[config.mk]
export PLATFORM = sky130hd
export DESIGN_NAME = traffic_phase_controller
export DESIGN_NICKNAME = d
export VERILOG_FILES = /design/src/rtl/traffic_phase_controller.sv
export SDC_FILE = /design/constraint.sdc
export NUM_CORES = 1
export LEC_CHECK = 0
export ABC_AREA = 1
export CAP_MARGIN = 40
export CORE_MARGIN = 4
export CORE_UTILIZATION = 51
export CTS_CLUSTER_DIAMETER = 50
export DETAILED_ROUTE_END_ITERATION = 7
export GPL_ROUTABILITY_DRIVEN = 0
export GPL_TIMING_DRIVEN = 0
export PLACE_DENSITY = 0.77
export SETUP_SLACK_MARGIN = 0.02
export SLEW_MARGIN = 20
export SYNTH_ARGS = -nofsm -noshare
export SYNTH_HDL_FRONTEND = slang
export SYNTH_SLANG_ARGS = --single-unit
[constraint.sdc]
create_clock -name clk -period 1.6 [get_ports clk]
set_input_delay 0.16 -clock clk [delete_from_list [all_inputs] [get_ports clk]]
set_output_delay 0.16 -clock clk [all_outputs]
set_load 0.01 [all_outputs]
[src/rtl/traffic_phase_controller.sv]
// Timed two-road phase sequencer with pedestrian, preempt and flash modes.
// Lamps and phase are registered from the next-state decode.
module traffic_phase_controller #(
  parameter int GREEN1_MIN = 8,
  parameter int GREEN2     = 6,
  parameter int YELLOW     = 2,
  parameter int ALLRED     = 1,
  parameter int WALK       = 4,
  parameter int FLASH_HALF = 2
) (
  input  logic       clk,
  input  logic       rst,
  input  logic       m,
  input  logic       s0,
  input  logic       s1,
  input  logic       s2,
  output logic       r1,
  output logic       y1,
  output logic       g1,
  output logic       r2,
  output logic       y2,
  output logic       g2,
  output logic       walk,
  output logic [2:0] phase
);

  localparam int M0 = (GREEN1_MIN > GREEN2) ? GREEN1_MIN : GREEN2;
  localparam int M1 = (YELLOW > ALLRED) ? YELLOW : ALLRED;
  localparam int M2 = (WALK > FLASH_HALF) ? WALK : FLASH_HALF;
  localparam int M3 = (M0 > M1) ? M0 : M1;
  localparam int MAXP = (M3 > M2) ? M3 : M2;
  localparam int TW = $clog2(MAXP + 1);
  localparam int FW = $clog2(FLASH_HALF + 1);

  localparam logic [TW-1:0] L_G1   = TW'(GREEN1_MIN - 1);
  localparam logic [TW-1:0] L_G2   = TW'(GREEN2 - 1);
  localparam logic [TW-1:0] L_Y    = TW'(YELLOW - 1);
  localparam logic [TW-1:0] L_AR   = TW'(ALLRED - 1);
  localparam logic [TW-1:0] L_WALK = TW'(WALK);
  localparam logic [TW-1:0] L_TMAX = {TW{1'b1}};
  localparam logic [FW-1:0] L_FH   = FW'(FLASH_HALF - 1);

  typedef enum logic [2:0] {
    G1    = 3'd0,
    Y1    = 3'd1,
    AR1   = 3'd2,
    G2    = 3'd3,
    Y2    = 3'd4,
    AR2   = 3'd5,
    FLASH = 3'd6
  } state_t;

  state_t        r_state;
  logic [TW-1:0] r_timer;
  logic [FW-1:0] r_fcnt;
  logic          r_ped;
  logic          r_grant;
  logic          r_flash;

  state_t        w_nstate;
  logic [TW-1:0] w_ntimer;
  logic [FW-1:0] w_nfcnt;
  logic          w_nped;
  logic          w_ngrant;
  logic          w_nflash;
  logic          w_serve;

  always_comb begin
    w_nstate = r_state;
    case (r_state)
      G1:    if (!s2 && r_timer >= L_G1 && (s0 || r_ped)) w_nstate = Y1;
      Y1:    if (r_timer == L_Y) w_nstate = AR1;
      AR1:   if (r_timer == L_AR) w_nstate = G2;
      G2:    if (s2 || r_timer == L_G2) w_nstate = Y2;
      Y2:    if (r_timer == L_Y) w_nstate = AR2;
      AR2:   if (r_timer == L_AR) w_nstate = G1;
      FLASH: w_nstate = AR2;
      default: w_nstate = G1;
    endcase
    if (m) w_nstate = FLASH;
  end

  always_comb begin
    w_serve  = (r_state == AR1) && (w_nstate == G2);
    w_ntimer = '0;
    if (w_nstate == r_state)
      w_ntimer = (r_timer == L_TMAX) ? r_timer : r_timer + 1'b1;
    w_nped   = w_serve ? 1'b0 : (r_ped | s1);
    w_ngrant = 1'b0;
    if (w_serve) w_ngrant = r_ped | s1;
    else if (w_nstate == G2) w_ngrant = r_grant;
    // flash starts lit and toggles every FLASH_HALF cycles
    w_nflash = 1'b0;
    w_nfcnt  = '0;
    if (w_nstate == FLASH) begin
      if (r_state != FLASH) begin
        w_nflash = 1'b1;
      end else if (r_fcnt == L_FH) begin
        w_nflash = ~r_flash;
      end else begin
        w_nflash = r_flash;
        w_nfcnt  = r_fcnt + 1'b1;
      end
    end
  end

  always_ff @(posedge clk) begin
    if (rst) begin
      r_state <= G1;
      r_timer <= '0;
      r_fcnt  <= '0;
      r_ped   <= 1'b0;
      r_grant <= 1'b0;
      r_flash <= 1'b0;
      phase   <= 3'd0;
      {r1, y1, g1, r2, y2, g2, walk} <= 7'b0011000;
    end else begin
      r_state <= w_nstate;
      r_timer <= w_ntimer;
      r_fcnt  <= w_nfcnt;
      r_ped   <= w_nped;
      r_grant <= w_ngrant;
      r_flash <= w_nflash;
      phase   <= w_nstate;
      {r1, y1, g1, r2, y2, g2, walk} <= 7'b0000000;
      case (w_nstate)
        G1:  {g1, r2} <= 2'b11;
        Y1:  {y1, r2} <= 2'b11;
        G2: begin
          {r1, g2} <= 2'b11;
          walk     <= w_ngrant && (w_ntimer < L_WALK);
        end
        Y2:  {r1, y2} <= 2'b11;
        FLASH: begin
          y1 <= w_nflash;
          y2 <= w_nflash;
        end
        default: {r1, r2} <= 2'b11;
      endcase
    end
  end

endmodule

After elaboration in Yosys (flattened, before gate mapping)
Index checks and enable logic that the tools add are counted.
- bits in registers: 19
- latch bits: 0
- memory bits (writable): 0
- memory bits (read-only): 0
- input bits: 6
- output and inout bits: 10
- logic and storage cells: 73
- memories: 0
- $add $sub $neg: 2
- multiply operators: 0
- divide/modulo/power cells: 0
- $lt $le $gt $ge: 2
- equality and inequality tests: 16
- shift operators: 0
- multiplexer cells: 21
- bitwise operators: 4
- reduce and logical (&&, ||, !) cells: 15
- operator list (cell ; count):
    3-bit two-way mux ; 7
    3-bit case mux with 7 select lines ; 1
    3-bit == test, second input constant ; 5
    3-bit by 2-bit == test with 1-bit output, second input constant ; 3
    1-bit two-way mux ; 9
    4-bit two-way mux ; 2
    3-bit by 1-bit == test with 1-bit output, second input constant ; 2
    3-bit logical NOT ; 2
    3-bit OR reduction ; 2
    4-bit by 1-bit adder with 4-bit output, second input constant ; 1
    4-bit by 1-bit == test with 1-bit output, second input constant ; 1
    4-bit by 3-bit == test with 1-bit output, second input constant ; 1
    4-bit == test, second input constant ; 1
    4-bit by 3-bit greater-or-equal comparator with 1-bit output, second input constant ; 1
    1-bit logical AND ; 4
    4-bit logical NOT ; 1
    4-bit by 3-bit less-than comparator with 1-bit output, second input constant ; 1
    1-bit case mux with 2 select lines ; 2
    2-bit OR reduction ; 2
    4-bit OR reduction ; 1
    3-bit == test ; 1
    3-bit inequality test, second input constant ; 1
    1-bit inverter ; 3
    2-bit by 1-bit adder with 2-bit output, second input constant ; 1
    4 further kinds ; 5

Depth between registers and ports, before layout
Gate-level depths: netlist of run 1.
- depth after elaboration: 10
- gate-level depth with buffers: 14
- depth with buffers taken out: 14

Least setup slack after synthesis of run 1
OpenSTA, ideal clock, no wires.
- kind: register to register
- start point: register r_timer[1]
- end point: register walk
- setup time: 0.109 ns
- arrival: 1.363 ns
- required time: 1.491 ns
- path slack: 0.128 ns
- cell stages (with the launch flop): 15
- path buffers: 0
- clock period less this slack: 1.472 ns
- cells stage by stage: dfxtp_1 inv_1 ha_1 nand3_2 nand2_1 nand2_1 nand2_1 nor2_2 nand2_2 inv_2 nor2_2 nor2_4 nand3_1 nand2_1 inv_1
- longest elaborated chain between the ends: 10
- elaborated cells between the ends (all ways): 28
- those cells by class: add/sub (1); order compare (2); eq/ne (5); mux (12); bitwise (1); reduce/logical (7)
- ends and longest elaborated chain (item ; RTL line ; text):
    start: declaration ; 54 ; logic [TW-1:0] r_timer;
    start signal: assignment ; 119 ; r_timer <= w_ntimer;
    4-bit by 3-bit greater-or-equal comparator with 1-bit output ; 71 ; G1: if (!s2 && r_timer >= L_G1 && (s0 || r_ped)) w_nstate = Y1;
    1-bit logical AND (2 in a row) ; 71 ;
    3-bit two-way mux ; 71 ;
    3-bit case mux with 7 select lines ; 70 ; case (r_state)
    3-bit two-way mux ; 80 ; if (m) w_nstate = FLASH;
    3-bit == test / 3-bit by 2-bit == test with 1-bit output (equally long branches) ; - ;
    4-bit two-way mux, or another cell as far along ; 86 ; if (w_nstate == r_state)
    4-bit by 3-bit less-than comparator with 1-bit output / 1-bit two-way mux (equally long branches) ; 131, 90 ;
    1-bit logical AND ; 131 ; walk <= w_ngrant && (w_ntimer < L_WALK);
    end signal: assignment ; 131 ;
    end: declaration ; 23 ; output logic walk,
Parallel ways exist; a longest one is shown, timed or not.
A chain may end at the register's enable or synchronous reset.

Worst setup path in the final report of run 1
- start point: register r_timer[1]
- end point: register r_timer[2]
- longest elaborated chain between the ends: 8
- elaborated cells between the ends (all ways): 20
- those cells by class: add/sub (1); order compare (1); eq/ne (4); mux (10); reduce/logical (4)
- ends and longest elaborated chain (item ; RTL line):
    4-bit by 3-bit greater-or-equal comparator with 1-bit output ; 71
    1-bit logical AND (2 in a row) ; 71
    3-bit two-way mux ; 71
    3-bit case mux with 7 select lines ; 70
    3-bit two-way mux ; 80
    3-bit == test ; 86
    4-bit two-way mux (*) ; 86
Mark *: on every way between the ends. The rest lies on a longest branch, timed or not.

==> results.py, run 1 <==
metrics = {
    "sta": {
        "worst_pin_slew_ns": 0.323,
        "rsz0062_at_grt": "true",
        "setup_tns_ns": 0,
        "fin_ws_ns": 0.0194,
        "slew_headroom_pct": 78.2,
        "timing.fmax_mhz": 633,
        "setup_violations": 0,
        "hold_viol": 0,
        "min_period_over_period_pct": 98.8,
        "report.final.slew_viol_count": 0,
        "layout_min_cycle_time_ns": 1.58,
        "fin_skew_ns": 0.00144,
    },
    "grt": {
        "antenna_found_initial": 0,
        "grt_max_degree": 11,
        "grt_pass1_wl_um": 3400,
        "grt_overflow": 0,
        "grt_pass1_vias": 822,
        "grt_use_total_pct": 16.5,
    },
    "power": {
        "p_leak_nw": 0.566,
        "power_density_nw_per_um2": 764,
        "vdd_drop_max_mv": 0.650,
    },
    "final_layout": {
        "multiInputGateArea_um2": 609,
        "post-route-util_pct": 73.2,
        "fin_nets": 170,
        "seqCellArea_um2": 394,
        "areaGrowthSynthToFinish_pct": 31.6,
        "drive_above_1_share_pct": 34.6,
        "fill_cells": 159,
        "insertedDiodeCount": 0,
    },
    "yosys": {
        "yosysSeqAreaShare_pct": 38.0,
        "synthAdderAreaFrac_pct": 4.99,
        "synth_top_family_by_area": "simple AND/OR/NAND/NOR gates",
        "synthMuxAreaShare_pct": 0,
        "yosys_register_bits": 19,
        "synthFlopType": "dfxtp_1",
        "syn_nets": 148,
        "syn_area_um2": 1000,
        "synth_xor_area_share_pct": 0.874,
        "synth_compound_area_share_pct": 3.87,
        "syn_avg_cell_area_um2": 7.26,
        "syn_inst": 138,
        "yosys.cell_types.count": 21,
        "yosys.area_share.simple_pct": 43.3,
        "ys_warn_count": 0,
        "synth_edf_count": 0,
        "async_flop_share_pct": 0,
    },
    "hold_path": {
        "hp-class": "reg2reg",
    },
    "die": {
        "dieArea_um2": 2740,
        "die_x_um": 52.3,
        "ios": 16,
        "die_h_um": 52.3,
        "initial_core_util_pct": 55.6,
        "core_um2": 1800,
        "rows": 15,
    },
    "route": {
        "drc": 0,
        "vias_per_cell": 4.89,
        "wl_met3_um": 59,
        "ant_nets": 0,
        "drt_iter0_drc": 16,
        "maxUsedRoutingLayer": "met4",
        "dr.pass1.iters": 4,
        "wl_met1_um": 948,
        "post_drt_wl_per_cell_um": 11.3,
        "wl_met2_um": 1030,
        "drt_wl_total_um": 2080,
        "vias": 900,
    },
    "clock_network": {
        "clk_pin_slew_ns": 0.10,
        "cts-root-buf": "clkbuf_4",
        "clk_latency_ns": 0.29,
        "cts.sinks": 19,
        "clk_path_buf_depth": 2,
        "cts_tree": "built",
        "cts_hold_buffers": 0,
        "cts-buffers-inserted": 3,
        "cts_htree_levels": 1,
    },
    "worst_setup_path": {
        "path_max_fanout": 4,
        "critical-path-max-stage-delay_ns": 0.38,
        "worstSetupPathType": "reg2reg",
        "cp.arrival_ns": 1.81,
        "worstSetupEndpointType": "flip-flop",
        "cp-start-kind": "flip-flop",
        "crit_chain": "inv_4 -> ha_4 -> nand3_4 -> nand2_1 -> nand2_1 -> nand2_2 -> nor2_4 -> nand2_2 -> inv_2 -> nor2_2 -> nor2_4 -> nand3_4 -> nor2_1",
        "crit_family": "simple AND/OR/NAND/NOR gates",
        "critPathBufInv": 2,
        "worst_path_max_delay_cell": "dfxtp_4",
        "required_ns": 1.83,
    },
    "placement": {
        "dp_hpwl_um": 1560,
        "placement.io_buffers": 15,
        "dp_slack_ns": -0.0999,
    },
    "flow_run": {
        "maxCapViolCount": 0,
    },
    "outcome": {
        "status": "completed",
    },
}
[sequential cells by signal, summed over array words and instances (netlist names)]
name and cells:
g1 1, g2 1, r1 1, r2 1
r_fcnt 2, r_flash 1, r_grant 1, r_ped 1
r_state 3, r_timer 4, walk 1, y1 1
y2 1
[cell usage in the layout, fill, tap and decap left out, drive strengths merged]
cell type,n
a21oi,1
a31o,1
buf,3
clkbuf,4
clkdlybuf4s50,15
dfxtp,19
ha,4
inv,21
nand2,28
nand3,16
nand4,3
nor2,34
nor3,2
o21ai,5
or2,2
xor2,1
[Yosys cell counts, types with 2 or more instances]
| cell | n | area (um^2) |
|---|---|---|
| or2_2 | 2 | 12.5 |
| nand4_1 | 3 | 18.8 |
| nor2_2 | 7 | 43.8 |
| nand3_1 | 13 | 65.1 |
| nand2_1 | 20 | 75.1 |
| nor2_4 | 3 | 33.8 |
| nor2_1 | 24 | 90.1 |
| o21ai_0 | 4 | 20.0 |
| nand2_2 | 7 | 43.8 |
| nand3_2 | 3 | 30.0 |
| dfxtp_1 | 19 | 380 |
| ha_1 | 4 | 50.1 |
| inv_2 | 6 | 22.5 |
| inv_1 | 15 | 56.3 |
| nor3_1 | 2 | 10.0 |
[path summary, 6_finish.rpt]
| path | start | to | slack (ns) | depth (start not counted) |
|---|---|---|---|---|
| max reg2reg | r_timer[1] | r_timer[2] | 0.02 | 13 |
| min | r_fcnt[0] | r_fcnt[0] | 0.42 | 1 |
| min reg2reg | r_fcnt[0] | r_fcnt[0] | 0.42 | 1 |
| max | r_timer[1] | r_timer[2] | 0.02 | 13 |
[routing by layer]
metal / global-route usage (%) / vias to the layer above
met4: 7.66 / 0
met2: 27.5 / 17
met1: 21.2 / 404
li1: - / 474
met3: 1.71 / 5
met5: 0 / -
[cell type report]
cell class	count	area share, %
timing repair buffer	17	12.5
clock buffer	4	1.99
inverter	21	6.17
multi-input combinational	97	46.2
buffer	1	0.854
sequential	19	29.9
tap	25	2.37
[stage by stage]
stage                     power, W  std cells  cell area (um^2)  hold WS (ns)
final                      0.00101        184              1320         0.421
after global placement    0.000744        178              1180         0.406
after detailed placement  0.000748        178              1180         0.413
after global routing       0.00107        184              1320         0.446
after floorplan           0.000666        138              1000         0.232
after CTS                 0.000987        182              1230         0.428
[cells by family after synthesis]
kind of cell / after synthesis
AO/OA/AOI/OAI: 7
XOR/XNOR: 1
adder cells (fa/ha/maj): 4
buffers and inverters: 22
flip-flops: 19
AND/OR/NAND/NOR: 85
[power breakdown]
part           internal [W]  switching, W
clock network     0.0000972      0.000137
logic              0.000115      0.000140
registers          0.000500     0.0000185
[what timing repair did]
action | in CTS | in global routing
endpoints found under the setup margin | 9 | 11
resized for setup | 8 | 21
setup buffers | 0 | 2
pin swaps | 0 | 14
endpoints found under the hold margin | 0 | 0
Note: power is estimated with default switching activity, not from simulation.
==> run 2, diff against run 1 <==
--- a/config.mk
+++ b/config.mk
@@ -19,3 +19,4 @@
 export SYNTH_ARGS = -nofsm -noshare
 export SYNTH_HDL_FRONTEND = slang
 export SYNTH_SLANG_ARGS = --single-unit
+export TNS_END_PERCENT = 1
==> run 2 against run 1 <==
Clock skew is essentially flat. Global-route usage is the same. Non-clock buffer count is the same. Critical path type unchanged. Critical endpoint is now walk.
==> results.py, run 2 (synthesis results as in run 1) <==
metrics = {
    "route": {
        "post_drt_wl_per_cell_um": 11.3,
        "vias_per_cell": 4.89,
        "wl_met1_um": 941,
        "wl_met2_um": 1030,
        "dr.pass1.iters": 4,
        "drc": 0,
        "ant_nets": 0,
        "maxUsedRoutingLayer": "met4",
        "drt_wl_total_um": 2070,
        "wl_met3_um": 59,
        "vias": 900,
        "drt_iter0_drc": 17,
    },
    "placement": {
        "place_area_um2": 1180,
        "dp_hpwl_um": 1560,
        "placement.io_buffers": 15,
        "dpl.cell_count": 178,
    },
    "final_layout": {
        "layout_commonest_cell": "nor2_1",
        "largest_reg_flops": 4,
        "post-route-util_pct": 73.2,
        "insertedDiodeCount": 0,
        "seqCellArea_um2": 394,
        "fin_nets": 170,
        "drive_above_1_share_pct": 34.6,
        "stdcell_count": 184,
        "top_register": "r_timer",
        "final_area_um2": 1320,
        "mostFrequentLayoutCells": "nor2_1, nand2_1, clkdlybuf4s50_1",
        "top_regs": "r_timer (4), r_state (3), r_fcnt (2)",
        "fill_cells": 159,
        "multiInputGateArea_um2": 609,
        "areaGrowthSynthToFinish_pct": 31.6,
    },
    "clock_network": {
        "cts_tree": "built",
        "cts-root-buf": "clkbuf_4",
        "clk_latency_ns": 0.29,
        "cts-buffers-inserted": 3,
        "cts.sinks": 19,
        "cts_htree_levels": 1,
        "clk_path_buf_depth": 2,
        "clk_pin_slew_ns": 0.10,
    },
    "sta": {
        "timing.fmax_mhz": 636,
        "min_period_over_period_pct": 98.3,
        "hold_viol": 0,
        "report.final.slew_viol_count": 0,
        "setup_violations": 0,
        "layout_min_cycle_time_ns": 1.57,
        "slew_headroom_pct": 78.2,
        "rsz0062_at_grt": "true",
        "worst_pin_slew_ns": 0.323,
        "fin_skew_ns": 0.000983,
    },
    "worst_setup_path": {
        "ff2ff_path_depth": 13,
        "cp.arrival_ns": 1.78,
        "path_max_fanout": 6,
        "r2r_end": "walk",
        "worstSetupPathType": "reg2reg",
        "required_ns": 1.81,
        "worstSetupEndpointType": "flip-flop",
        "r2r_slack_ns": 0.03,
        "r2r-start": "r_timer[0]",
        "cp-start-kind": "flip-flop",
    },
    "hold_path": {
        "hp-class": "reg2reg",
        "whs_path_depth": 1,
        "hold_end": "r_fcnt[0]",
        "min_from": "r_fcnt[0]",
    },
    "outcome": {
        "status": "completed",
    },
    "die": {
        "dieArea_um2": 2740,
        "ios": 16,
        "core_um2": 1800,
        "initial_core_util_pct": 55.6,
        "rows": 15,
        "die_x_um": 52.3,
        "die_h_um": 52.3,
    },
    "power": {
        "p_leak_nw": 0.565,
        "power_density_nw_per_um2": 765,
        "vdd_drop_max_mv": 0.650,
        "clkPwrFrac_pct": 23.3,
        "p_int_w": 0.000712,
        "power_frac_seq_pct": 51.4,
        "p_comb_share_pct": 25.3,
        "power.switching_w": 0.000296,
        "p_sw_share_pct": 29.4,
    },
    "grt": {
        "grt_max_degree": 11,
        "grt_use_total_pct": 16.5,
        "grt_overflow": 0,
        "antenna_found_initial": 0,
        "grt_pass1_wl_um": 3400,
        "grt_pass1_vias": 822,
    },
    "flow_run": {
        "maxCapViolCount": 0,
    },
}
-- run 2: cell counts in the layout (fill, tap and decap cells not counted) --
Identical to the previous run, type by type.
-- run 2: cell type report --
type,count,share of cell area (%)
Buffer,1,0.854
Tap cell,25,2.37
Clock buffer,4,1.99
Multi-Input combinational cell,97,46.2
Inverter,21,6.17
Timing Repair Buffer,17,12.5
Sequential cell,19,29.9
-- run 2: worst max path at each step --
stage / startpoint / slack (ns) / depth (start not counted) / to
2_1_floorplan: r_timer[1] / 0.13 / 14 / walk
3_3_place_gp: s0 / -0.09 / 12 / walk
3_5_place_dp: s0 / -0.1 / 12 / walk
4_1_cts: r_state[0] / 0.03 / 11 / walk
5_1_grt: r_timer[1] / -0.12 / 13 / r_timer[0]
6_report: r_timer[0] / 0.03 / 13 / walk
-- run 2: metal layers --
layer,track usage (%),up-vias
li1,-,474
met1,21.2,404
met2,27.5,17
met3,1.71,5
met4,7.66,0
met5,0,-
-- run 2: timing repair --
item / 4_1_cts / 5_1_grt
setup endpoints to repair: 9 / 11
pin swaps: 0 / 13
hold buffers: 0 / 0
resized for setup: 8 / 21
buffers inserted: 0 / 2
-- run 2: power groups by stage --
stage          Combinational (W)  Clock (W)  Sequential [W]
6_report                0.000255   0.000235        0.000519
3_5_place_dp            0.000220          0        0.000528
5_1_grt                 0.000280   0.000265        0.000522
3_3_place_gp            0.000217          0        0.000527
2_1_floorplan           0.000130          0        0.000536
4_1_cts                 0.000226   0.000242        0.000519
-- run 2: critical path, stage by stage (launching register included) --
cell and delay (ns):
dfxtp_4 0.37, inv_1 0.09, ha_1 0.16, nand2_2 0.05, nand2_1 0.08, nand2_2 0.07, nor2_2 0.12, nand2_2 0.09
nand2_4 0.10, nand2_1 0.07, nand2_2 0.10, nand3_2 0.08, nand2_1 0.06, inv_1 0.03
-- run 2: stage by stage --
step                      power, W  TNS (ns)  hold slack [ns]  worst slack [ns]
after global placement    0.000744    -0.304            0.406           -0.0855
after floorplan           0.000666         0            0.232             0.128
final                      0.00101         0            0.421            0.0272
after detailed placement  0.000748    -0.440            0.413           -0.0999
after CTS                 0.000987         0            0.428            0.0276
after global routing       0.00107    -0.596            0.446            -0.120
==> run 3, diff against run 2 <==
--- a/config.mk
+++ b/config.mk
@@ -13,7 +13,7 @@
 export DETAILED_ROUTE_END_ITERATION = 7
 export GPL_ROUTABILITY_DRIVEN = 0
 export GPL_TIMING_DRIVEN = 0
-export PLACE_DENSITY = 0.77
+export PLACE_DENSITY = 0.82
 export SETUP_SLACK_MARGIN = 0.02
 export SLEW_MARGIN = 20
 export SYNTH_ARGS = -nofsm -noshare
==> run 3 against run 2 <==
Critical endpoint is now r_timer[0]. Highest routed layer unchanged. First-iteration DRC count grew 47%. Final area down 2.5%. Wire length decreased by 4.1%. Die area is the same. Via count grew 0.22%.
==> results.py, run 3 (synthesis results as in run 1) <==
metrics = {
    "power": {
        "power_density_nw_per_um2": 771,
        "vdd_drop_max_mv": 0.722,
        "total_power_w": 0.000991,
        "p_leak_nw": 0.554,
    },
    "die": {
        "dieArea_um2": 2740,
        "initial_core_util_pct": 55.6,
        "ios": 16,
        "die_h_um": 52.3,
        "core_um2": 1800,
        "rows": 15,
        "die_x_um": 52.3,
    },
    "route": {
        "wl_met1_um": 894,
        "vias_per_cell": 4.93,
        "wl_met2_um": 976,
        "drc": 0,
        "vias": 902,
        "maxUsedRoutingLayer": "met4",
        "drt_iter0_drc": 25,
        "ant_nets": 0,
        "wl_met3_um": 75,
        "post_drt_wl_per_cell_um": 10.8,
        "drt_wl_total_um": 1990,
        "dr.pass1.iters": 4,
    },
    "grt": {
        "grt_use_total_pct": 16.0,
        "grt_pass1_wl_um": 3310,
        "grt_overflow": 0,
        "grt_max_degree": 11,
        "antenna_found_initial": 0,
        "grt_pass1_vias": 799,
    },
    "final_layout": {
        "top_register": "r_timer",
        "largest_reg_flops": 4,
        "post-route-util_pct": 71.4,
        "mostFrequentLayoutCells": "nor2_1, nand2_1, clkdlybuf4s50_1",
        "drive_above_1_share_pct": 31.0,
        "fin_nets": 169,
        "fill_cells": 148,
        "insertedDiodeCount": 0,
        "top_regs": "r_timer (4), r_state (3), r_fcnt (2)",
        "areaGrowthSynthToFinish_pct": 28.3,
        "layout_commonest_cell": "nor2_1",
    },
    "placement": {
        "dp_hpwl_um": 1540,
        "dp_slack_ns": -0.116,
        "placement.io_buffers": 15,
    },
    "worst_setup_path": {
        "ff2ff_path_depth": 12,
        "required_ns": 1.83,
        "worstSetupStartpoint": "r_timer[1]",
        "cp-start-kind": "flip-flop",
        "r2r-start": "r_timer[1]",
        "path_max_fanout": 6,
        "worstSetupPathType": "reg2reg",
        "r2r_end": "r_timer[0]",
        "worstSetupEndpointType": "flip-flop",
        "crit_end": "r_timer[0]",
        "r2r_slack_ns": 0.05,
        "cp.arrival_ns": 1.78,
    },
    "flow_run": {
        "maxCapViolCount": 0,
    },
    "sta": {
        "layout_min_cycle_time_ns": 1.55,
        "worst_pin_slew_ns": 0.337,
        "slew_headroom_pct": 77.3,
        "hold_viol": 0,
        "setup_violations": 0,
        "min_period_over_period_pct": 97.0,
        "fin_skew_ns": 0.00222,
        "fin_ws_ns": 0.0485,
        "timing.fmax_mhz": 645,
        "rsz0062_at_grt": "true",
        "report.final.slew_viol_count": 0,
    },
    "hold_path": {
        "hp-class": "reg2reg",
    },
    "clock_network": {
        "clk_pin_slew_ns": 0.10,
        "cts_tree": "built",
        "cts-root-buf": "clkbuf_4",
        "cts-buffers-inserted": 3,
        "clk_path_buf_depth": 2,
        "cts.sinks": 19,
        "cts_htree_levels": 1,
        "cts_hold_buffers": 0,
        "clk_latency_ns": 0.29,
    },
    "outcome": {
        "status": "completed",
    },
}
run 3: per-layer routing:
layer  GRT usage, %  vias to the layer above
met5              0                        -
met2           27.1                       19
li1               -                      473
met1           19.4                      404
met4           7.66                        0
met3           2.56                        6
run 3: worst max-delay path: stages, from the launching register on:
cell and delay [ns]:
dfxtp_4 0.37, inv_4 0.08, ha_4 0.16, nand3_4 0.08, nand3_2 0.11, nand2_1 0.07, nor2_2 0.09, nand2_2 0.09
nand2_4 0.10, nand2_1 0.07, nand2_2 0.08, nand3_2 0.10, nor2_1 0.10
run 3: timing repair:
action                                 CTS  global route
cloned                                   0             0
endpoints found under the hold margin    0             0
pin swaps                                3             3
resized for setup                       11            11
setup endpoints to repair                9            10
buffers inserted                         1             0
run 3: worst min path at each step:
stage / endpoint / slack, ns / depth (start not counted) / from
5_1_grt: r_fcnt[0] / 0.44 / 1 / r_fcnt[0]
6_report: r_fcnt[0] / 0.43 / 1 / r_fcnt[0]
3_5_place_dp: r_fcnt[0] / 0.41 / 1 / r_fcnt[0]
2_1_floorplan: r1 / 0.23 / 1 / m
3_3_place_gp: r_fcnt[0] / 0.41 / 1 / r_fcnt[0]
4_1_cts: r_fcnt[0] / 0.43 / 1 / r_fcnt[0]
run 3: power by group:
part	total [W]	switching, W	internal [W]
logic	0.000241	0.000132	0.000109
clock network	0.000231	0.000134	0.0000970
registers	0.000519	0.0000191	0.000500
total	0.000991	0.000285	0.000706
run 3: cell type report:
cell class | instances | area [um^2] | area share [%]
Multi-Input combinational cell | 97 | 587 | 45.6
Sequential cell | 19 | 392 | 30.4
Timing Repair Buffer | 16 | 158 | 12.3
Inverter | 21 | 81.3 | 6.32
Tap cell | 25 | 31.3 | 2.43
Clock buffer | 4 | 26.3 | 2.04
Buffer | 1 | 11.3 | 0.875
run 3: stage by stage:
stage,setup TNS (ns),cell area [um^2],hold WS (ns),instances
final,0,1290,0.429,183
after global routing,-0.414,1290,0.440,183
after CTS,0,1250,0.429,183
after detailed placement,-0.435,1180,0.415,178
after global placement,-0.286,1180,0.405,178
after floorplan,0,1000,0.232,138
